### config.mk
export PLATFORM = sky130hd
export DESIGN_NAME = antares_pipe_register
export DESIGN_NICKNAME = d
export VERILOG_FILES = /design/src/rtl/antares_pipe_register.sv
export SDC_FILE = /design/constraint.sdc
export NUM_CORES = 1
export LEC_CHECK = 0
export CELL_PAD_IN_SITES_DETAIL_PLACEMENT = 1
export CELL_PAD_IN_SITES_GLOBAL_PLACEMENT = 2
export CORE_MARGIN = 2
export CORE_UTILIZATION = 32
export DETAILED_ROUTE_END_ITERATION = 7
export GPL_ROUTABILITY_DRIVEN = 0
export MAX_ROUTING_LAYER = met4
export PLACE_DENSITY = 0.8
export SLEW_MARGIN = 5
export SYNTH_ARGS = -nofsm -noshare
export SYNTH_HDL_FRONTEND = slang
export SYNTH_SLANG_ARGS = --single-unit
### constraint.sdc
create_clock -name clk_i -period 2.3 [get_ports clk_i]
set_input_delay 0.345 -clock clk_i [delete_from_list [all_inputs] [get_ports clk_i]]
set_output_delay 0.345 -clock clk_i [all_outputs]
set_load 0.1 [all_outputs]
### src/rtl/antares_pipe_register.sv
// -----------------------------------------------------------------------------
// antares_pipe_register
//
// Reusable pipeline stage register placed between any two Antares stages
// (IF/ID, ID/EX, EX/MEM, MEM/WB). It holds one instruction, or two when SKID=1.
//
// Parameters
//   DATA_W : payload width; the payload is held across bubbles.
//   CTRL_W : control width; control is forced to zero when no entry is valid.
//   SKID   : 1 = main + skid entry, up_ready_o comes straight from a flop.
//            0 = main entry only, up_ready_o is combinational on down_ready_i.
//   CNT_W  : width of the saturating stall counter.
//
// Ports
//   clk_i, rst_ni          clock, asynchronous active-low reset
//   up_valid_i/up_data_i/up_ctrl_i/up_ready_o       upstream handshake
//   down_valid_o/down_data_o/down_ctrl_o/down_ready_i downstream handshake
//   flush_i                kill every entry held in this stage
//   clr_stat_i             clear the stall counter
//   stall_cnt_o            cycles with down_valid_o=1 and down_ready_i=0
//
// Handshake: a transfer happens on a rising edge where valid and ready are
// both high. Valid never depends on ready. Accept = up_valid_i & up_ready_o,
// consume = down_valid_o & down_ready_i. A flush drops any accept of that
// cycle (upstream still counts it as transferred) but the consume of that
// cycle is a real transfer because downstream sampled it.
// -----------------------------------------------------------------------------
module antares_pipe_register #(
   parameter int unsigned DATA_W = 64,
   parameter int unsigned CTRL_W = 8,
   parameter bit          SKID   = 1'b1,
   parameter int unsigned CNT_W  = 16
) (
   input  logic              clk_i,
   input  logic              rst_ni,
   input  logic              up_valid_i,
   input  logic [DATA_W-1:0] up_data_i,
   input  logic [CTRL_W-1:0] up_ctrl_i,
   output logic              up_ready_o,
   output logic              down_valid_o,
   output logic [DATA_W-1:0] down_data_o,
   output logic [CTRL_W-1:0] down_ctrl_o,
   input  logic              down_ready_i,
   input  logic              flush_i,
   input  logic              clr_stat_i,
   output logic [CNT_W-1:0]  stall_cnt_o
);

   logic              m_valid_q, m_valid_d;
   logic [DATA_W-1:0] m_data_q,  m_data_d;
   logic [CTRL_W-1:0] m_ctrl_q,  m_ctrl_d;
   logic              s_valid_q, s_valid_d;
   logic [DATA_W-1:0] s_data_q,  s_data_d;
   logic [CTRL_W-1:0] s_ctrl_q,  s_ctrl_d;
   logic [CNT_W-1:0]  cnt_q,     cnt_d;

   logic accept;
   logic consume;

   // With a skid entry, ready only reflects whether the skid slot is free, so
   // downstream stalls never ripple combinationally into the upstream stage.
   assign up_ready_o   = SKID ? ~s_valid_q : (~m_valid_q | down_ready_i);
   assign accept       = up_valid_i & up_ready_o;
   assign consume      = m_valid_q & down_ready_i;

   assign down_valid_o = m_valid_q;
   assign down_data_o  = m_data_q;
   assign down_ctrl_o  = m_valid_q ? m_ctrl_q : '0;
   assign stall_cnt_o  = cnt_q;

   always_comb begin
      m_valid_d = m_valid_q;
      m_data_d  = m_data_q;
      m_ctrl_d  = m_ctrl_q;
      s_valid_d = s_valid_q;
      s_data_d  = s_data_q;
      s_ctrl_d  = s_ctrl_q;

      if (flush_i) begin
         // Only the valid bits die; payload registers keep their last value.
         m_valid_d = 1'b0;
         s_valid_d = 1'b0;
      end else if (SKID) begin
         if (consume) begin
            if (s_valid_q) begin
               // up_ready_o is low here, so no accept can collide with this.
               m_data_d  = s_data_q;
               m_ctrl_d  = s_ctrl_q;
               s_valid_d = 1'b0;
            end else if (accept) begin
               m_data_d = up_data_i;
               m_ctrl_d = up_ctrl_i;
            end else begin
               m_valid_d = 1'b0;
            end
         end else if (accept) begin
            if (!m_valid_q) begin
               m_valid_d = 1'b1;
               m_data_d  = up_data_i;
               m_ctrl_d  = up_ctrl_i;
            end else begin
               s_valid_d = 1'b1;
               s_data_d  = up_data_i;
               s_ctrl_d  = up_ctrl_i;
            end
         end
      end else begin
         if (accept) begin
            m_valid_d = 1'b1;
            m_data_d  = up_data_i;
            m_ctrl_d  = up_ctrl_i;
         end else if (consume) begin
            m_valid_d = 1'b0;
         end
      end
   end

   always_comb begin
      cnt_d = cnt_q;
      if (clr_stat_i) begin
         cnt_d = '0;
      end else if (m_valid_q && !down_ready_i && (cnt_q != '1)) begin
         cnt_d = cnt_q + CNT_W'(1);
      end
   end

   always_ff @(posedge clk_i or negedge rst_ni) begin
      if (!rst_ni) begin
         m_valid_q <= 1'b0;
         m_data_q  <= '0;
         m_ctrl_q  <= '0;
         s_valid_q <= 1'b0;
         s_data_q  <= '0;
         s_ctrl_q  <= '0;
         cnt_q     <= '0;
      end else begin
         m_valid_q <= m_valid_d;
         m_data_q  <= m_data_d;
         m_ctrl_q  <= m_ctrl_d;
         s_valid_q <= s_valid_d;
         s_data_q  <= s_data_d;
         s_ctrl_q  <= s_ctrl_d;
         cnt_q     <= cnt_d;
      end
   end

endmodule

==> impl_metrics.env, run 1 <==
export IMPL_fmax_mhz=523
export IMPL_clk_latency_ns=0.42
export IMPL_die_y_um=152
export IMPL_synth_seq_area_share=0.578
export IMPL_vias=5163
export IMPL_cap_violations=0
export IMPL_timing_final_ws_setup_ns=0.388
export IMPL_r2r_slack_ns=0.39
export IMPL_post_cts_buffers=0
export IMPL_rsz0062_at_grt="false"
export IMPL_clockBufferDepth=2
export IMPL_postRouteAntennaNets=0
export IMPL_drc=0
export IMPL_ir_worst_vdd_mv=0.509
export IMPL_synth_ff_type="dfrtp_1"
export IMPL_areaGrowthSynthToFinish_pct=37.2
export IMPL_powerDensity_mw_per_mm2=1020
export IMPL_antenna_cells=0
export IMPL_p_leak_nw=4.49
export IMPL_final_nets=833
export IMPL_worstSetupEndpoint="stall_cnt_o[15]"
export IMPL_cts_root_buf="clkbuf_16"
export IMPL_start_util=0.323
export IMPL_period_needed_ns=1.91
export IMPL_p_int_mw=6.01
export IMPL_port_buffers=167
export IMPL_dieArea_mm2=0.0231
export IMPL_die_w_um=152
export IMPL_grt_max_degree=87
export IMPL_worstMarginPinSlew_ns=0.557
export IMPL_cp_end_kind="flop"
export IMPL_clk_pin_slew_ns=0.07
export IMPL_track_usage=0.169
export IMPL_slew_violations=0
export IMPL_overflow=0
export IMPL_synth_nets=666
export IMPL_via_per_inst=4.93
export IMPL_max_slew_margin_rel=0.626
export IMPL_antenna_found_initial=0
export IMPL_worstSetupPathType="flop to flop"
export IMPL_drt_iter0_drc=214
export IMPL_outcome="complete, no violations"
export IMPL_ys_ff_latch=162
export IMPL_cp_data_required_time_ns=2.61
export IMPL_synth_edf_count=0
export IMPL_core_region_area_mm2=0.0217
export IMPL_setup_tns_ns=0
export IMPL_seqPwrFrac=0.384
export IMPL_grt_pass1_vias=5780
export IMPL_fin_worst_skew_ns=0.00894
export IMPL_period_share=0.831
export IMPL_startpoint_type="flop"
export IMPL_post_cts_resized=0
export IMPL_ios=168
export IMPL_cts_sinks=162
export IMPL_htree_levels=4
export IMPL_ys_warn_count=0
export IMPL_async_reset_ff_frac=1.00
export IMPL_p_sw_frac=0.389
export IMPL_hold_class="input port to asynchronous set/reset pin"
export IMPL_worstSetupStartpoint="stall_cnt_o[9]"
export IMPL_pre_cts_slack_ns=0.0700
export IMPL_cts_buffers=17
export IMPL_syn_inst=587
export IMPL_core_rowCount=54
export IMPL_fillers=2297
export IMPL_dpl_hpwl_um=12700
export IMPL_timing_rr_end="stall_cnt_o[15]"
export IMPL_setup_viol=0
export IMPL_grt_pass1_wl_um=30800
export IMPL_hold_violations=0
export IMPL_ctsHoldBuffers=1
export IMPL_synth_area_per_cell_um2=11.9
export IMPL_crit_arrival_ns=2.22
export IMPL_clockPowerShare=0.292
export IMPL_p_switching_mw=3.83
export IMPL_netlist_area_mm2=0.00701
export IMPL_routed_wl_um=18400
export IMPL_worstRegToRegCells=4
export IMPL_routedWlPerCell_um=17.6
export IMPL_path_max_fanout=8
export IMPL_rr_startpoint="stall_cnt_o[9]"
export IMPL_drive_above_1_share=0.306
export IMPL_dr_pass1_iters=4
export IMPL_yosysUniqueCellTypes=31
export IMPL_combPwrFrac=0.324
export IMPL_cts_tree="built"
[stage by stage]
stage / utilization / hold WS [ns] / area, um^2 / cells / power [mW]
floorplan: - / 0.0494 / 7030 / 587 / 6.10
global placement: 0.416 / 0.325 / 9020 / 1014 / 6.92
detailed placement: 0.416 / 0.341 / 9020 / 1014 / 7.05
CTS: 0.444 / 0.455 / 9630 / 1047 / 9.98
global route: 0.444 / 0.470 / 9630 / 1047 / 10.3
finish: 0.444 / 0.450 / 9630 / 1047 / 9.84
[layout make-up]
| type | instances | area [um^2] | area share |
|---|---|---|---|
| flip-flops and latches | 162 | 4060 | 0.422 |
| multi-input cells | 387 | 2830 | 0.294 |
| well taps | 280 | 350 | 0.0364 |
| clock buffers | 19 | 443 | 0.0460 |
| inverters | 5 | 18.8 | 0.00195 |
| repair buffers | 181 | 1770 | 0.184 |
| clock inverters | 13 | 149 | 0.0155 |
[cell usage in the layout (no fill, tap or decap), types with 3 or more instances in the layout]
cell type          n
and2_2             8
inv_6              5
o31ai_1            5
or3_1              5
nand3_1            3
nor2_1            81
nand2b_1           5
o21ai_0            6
dfrtp_1          154
a21oi_1           85
clkbuf_16         17
nand2_1            8
dfrtp_2            8
nand4_1            6
inv_1              5
mux2_2            77
mux2i_1           73
buf_4             86
or4_1              3
buf_12            17
nor2b_1            5
clkdlybuf4s50_1   76
[layer usage]
layer	GRT usage	wire (um)	vias to the layer above
met5	-	0	-
li1	-	-	2398
met2	0.276	9140	112
met3	0.0548	993	11
met1	0.206	8160	2642
met4	0.0352	137	0
[power groups by stage]
stage	Sequential [mW]	Combinational [mW]	Clock, mW
3_3_place_gp	3.78	3.14	0
4_1_cts	3.78	3.22	2.97
5_1_grt	3.86	3.34	3.10
2_1_floorplan	5.32	0.779	0
3_5_place_dp	3.83	3.22	0
6_report	3.78	3.19	2.87
[state kept, by name, summed over array words and instances, names as in the netlist]
name          flops
down_data_o      64
down_valid_o      1
stall_cnt_o      16
m_ctrl_q          8
s_valid_q         1
s_ctrl_q          8
s_data_q         64
[critical path, stage by stage (launching register included)]
cell and delay, ns:
dfrtp_1 0.45, nand4_1 0.34, o31ai_2 0.60, nor4_1 0.12
mux2_2 0.29
[worst min-delay path by stage]
stage                      start              end  cells past startpoint
after floorplan           rst_ni   down_data_o[0]                      0
after global placement    rst_ni  stall_cnt_o[11]                      1
after detailed placement  rst_ni  stall_cnt_o[13]                      1
after CTS                 rst_ni  stall_cnt_o[13]                      2
after global routing      rst_ni   stall_cnt_o[9]                      2
final                     rst_ni  stall_cnt_o[13]                      2
[cell families after synthesis]
family                     synth area share
DFF                                   0.578
muxes                                 0.228
buffers and inverters                0.0232
and+or+nand+nor                      0.0933
adders and majority gates           0.00178
AOI/OAI and AO/OA                    0.0760
[Yosys cell counts, types with 2 or more instances]
master	number	area share
a211oi_1	2	0.0021
a21oi_1	85	0.061
and2_1	8	0.0071
and4_1	2	0.0025
buf_2	16	0.011
clkbuf_1	16	0.0086
dfrtp_1	162	0.58
inv_1	5	0.0027
mux2_2	77	0.12
mux2i_1	73	0.10
nand2_1	8	0.0043
nand2b_1	5	0.0045
nand3_1	4	0.0029
nand4_1	6	0.0054
nor2_1	81	0.043
nor2b_1	5	0.0045
nor3_1	2	0.0014
nor4_1	2	0.0018
o21ai_0	6	0.0043
o31ai_1	5	0.0054
or3_1	5	0.0045
or4_1	3	0.0032
No activity file was read; power rests on OpenSTA's default activity.
==> run 2: changes to the inputs <==
- clock period: 2.3 -> 1.85 ns (I/O delays scaled with it)
==> run 2 against run 1 <==
Net effect:
- cell count grew 3.2%
- sequential cell count is the same
- clock power grew 21%
- non-clock buffer count grew 33
- hold slack lost 0.079 ns
- global-route usage grew 0.69 points
- critical path type is now flop to primary output
==> impl_metrics.env, run 2 (synthesis results as in run 1) <==
export IMPL_outcome="complete, no violations"
export IMPL_drc=0
export IMPL_period_share=0.963
export IMPL_cp_end_kind="primary output"
export IMPL_fmax_mhz=561
export IMPL_routedWlPerCell_um=18.5
export IMPL_cts_sinks=162
export IMPL_slowest_delay_ns=0.52
export IMPL_cts_buffers=17
export IMPL_htree_levels=4
export IMPL_hold_class="input port to asynchronous set/reset pin"
export IMPL_p_leak_nw=4.72
export IMPL_dpl_hpwl_um=13500
export IMPL_clockBufferDepth=2
export IMPL_overflow=0
export IMPL_die_y_um=152
export IMPL_max_slew_margin_rel=0.688
export IMPL_cp_data_required_time_ns=1.57
export IMPL_drt_iter0_drc=165
export IMPL_dieArea_mm2=0.0231
export IMPL_dp_cells=1038
export IMPL_postRouteAntennaNets=0
export IMPL_clk_pin_slew_ns=0.06
export IMPL_areaGrowthSynthToFinish_pct=46.3
export IMPL_setup_viol=0
export IMPL_grt_max_degree=47
export IMPL_total_power_mw=12.2
export IMPL_crit_arrival_ns=1.50
export IMPL_ir_worst_vdd_mv=0.632
export IMPL_track_usage=0.176
export IMPL_hold_violations=0
export IMPL_dr_pass1_iters=4
export IMPL_grt_pass1_vias=5997
export IMPL_port_buffers=167
export IMPL_worstMarginPinSlew_ns=0.467
export IMPL_grt_pass1_wl_um=31800
export IMPL_vias=5333
export IMPL_drive_above_1_share=0.354
export IMPL_clk_latency_ns=0.42
export IMPL_path_max_fanout=10
export IMPL_antenna_found_initial=0
export IMPL_critPathTopFamily="flip-flops"
export IMPL_via_per_inst=4.94
export IMPL_start_util=0.323
export IMPL_routed_wl_um=20000
export IMPL_die_w_um=152
export IMPL_cts_tree="built"
export IMPL_fin_worst_skew_ns=0.00902
export IMPL_cts_root_buf="clkbuf_16"
export IMPL_core_region_area_mm2=0.0217
export IMPL_startpoint_type="flop"
export IMPL_worstSetupPathType="flop to primary output"
export IMPL_cap_violations=0
export IMPL_crit_chain="buf_4 > and2_2 > buf_12"
export IMPL_ios=168
export IMPL_final_common_cell="dfrtp_1"
export IMPL_final_cells=1080
export IMPL_powerDensity_mw_per_mm2=1190
export IMPL_fillers=2300
export IMPL_critPathBufInv=2
export IMPL_period_needed_ns=1.78
export IMPL_antenna_cells=0
export IMPL_final_cell_mix="dfrtp_1 (145), buf_4 (96), a21oi_1 (85)"
export IMPL_core_rowCount=54
export IMPL_cpMaxStageDelayCell="dfrtp_4"
export IMPL_final_nets=866
export IMPL_slew_violations=0
-- run 2: cell types whose count changed in the layout (fill, tap and decap cells not counted), sizes merged --
cell      previous run  this run
buf                104       134
clkbuf              19        22
clkinvlp             2         4
inv                 11         9
bufinv               2         1
clkinv               3         4
-- run 2: layer usage --
| layer | up-vias | track usage | part of all wire |
|---|---|---|---|
| li1 | 2476 | - | - |
| met2 | 114 | 0.298 | 0.51 |
| met4 | 0 | 0.0356 | 0.0087 |
| met3 | 16 | 0.0545 | 0.049 |
| met5 | - | - | 0 |
| met1 | 2727 | 0.207 | 0.43 |
-- run 2: layout make-up --
cell class / instances / area [um^2] / share of cell area
Sequential cell: 162 / 4120 / 0.401
Inverter: 5 / 18.8 / 0.00183
Clock inverter: 13 / 125 / 0.0122
Timing Repair Buffer: 214 / 2320 / 0.226
Tap cell: 280 / 350 / 0.0341
Multi-Input combinational cell: 387 / 2880 / 0.281
Clock buffer: 19 / 453 / 0.0441
-- run 2: final timing paths --
kind,start,endpoint,slack [ns],cells past startpoint
max in group asynchronous,rst_ni,down_data_o[7],0.83,3
min in group clk_i,up_data_i[50],s_data_q[50],0.50,2
worst min-delay path,rst_ni,down_data_o[32],0.37,2
worst min register to register,s_data_q[32],s_data_q[32],0.51,1
worst max-delay path,down_valid_o,down_ctrl_o[3],0.07,3
worst max register to register,down_valid_o,down_data_o[43],0.10,7
-- run 2: what timing repair did --
item | CTS | global route
resized for setup | 0 | 7
endpoints found under the setup margin | 0 | 22
endpoints found under the hold margin | 41 | 0
hold buffers | 1 | 0
setup buffers | 0 | 6
-- run 2: per-stage QoR --
stage | setup slack, ns | hold WS (ns) | TNS (ns) | area (um^2) | utilization
final | 0.0685 | 0.371 | 0 | 10300 | 0.473
after global routing | -0.00804 | 0.404 | -0.0100 | 10300 | 0.473
after CTS | 0.0203 | 0.380 | 0 | 10100 | 0.466
after detailed placement | -0.253 | 0.260 | -29.09 | 9510 | 0.438
after global placement | -0.213 | 0.254 | -23.41 | 9510 | 0.438
after floorplan | 0.000246 | -0.0181 | 0 | 7100 | -
-- run 2: power breakdown --
group,leakage (nW),switching (mW),total [mW],internal [mW]
sequential,1.89,0.418,4.70,4.29
clock,0.274,1.53,3.48,1.95
combinational,2.55,2.87,4.07,1.20
total,4.72,4.82,12.2,7.43
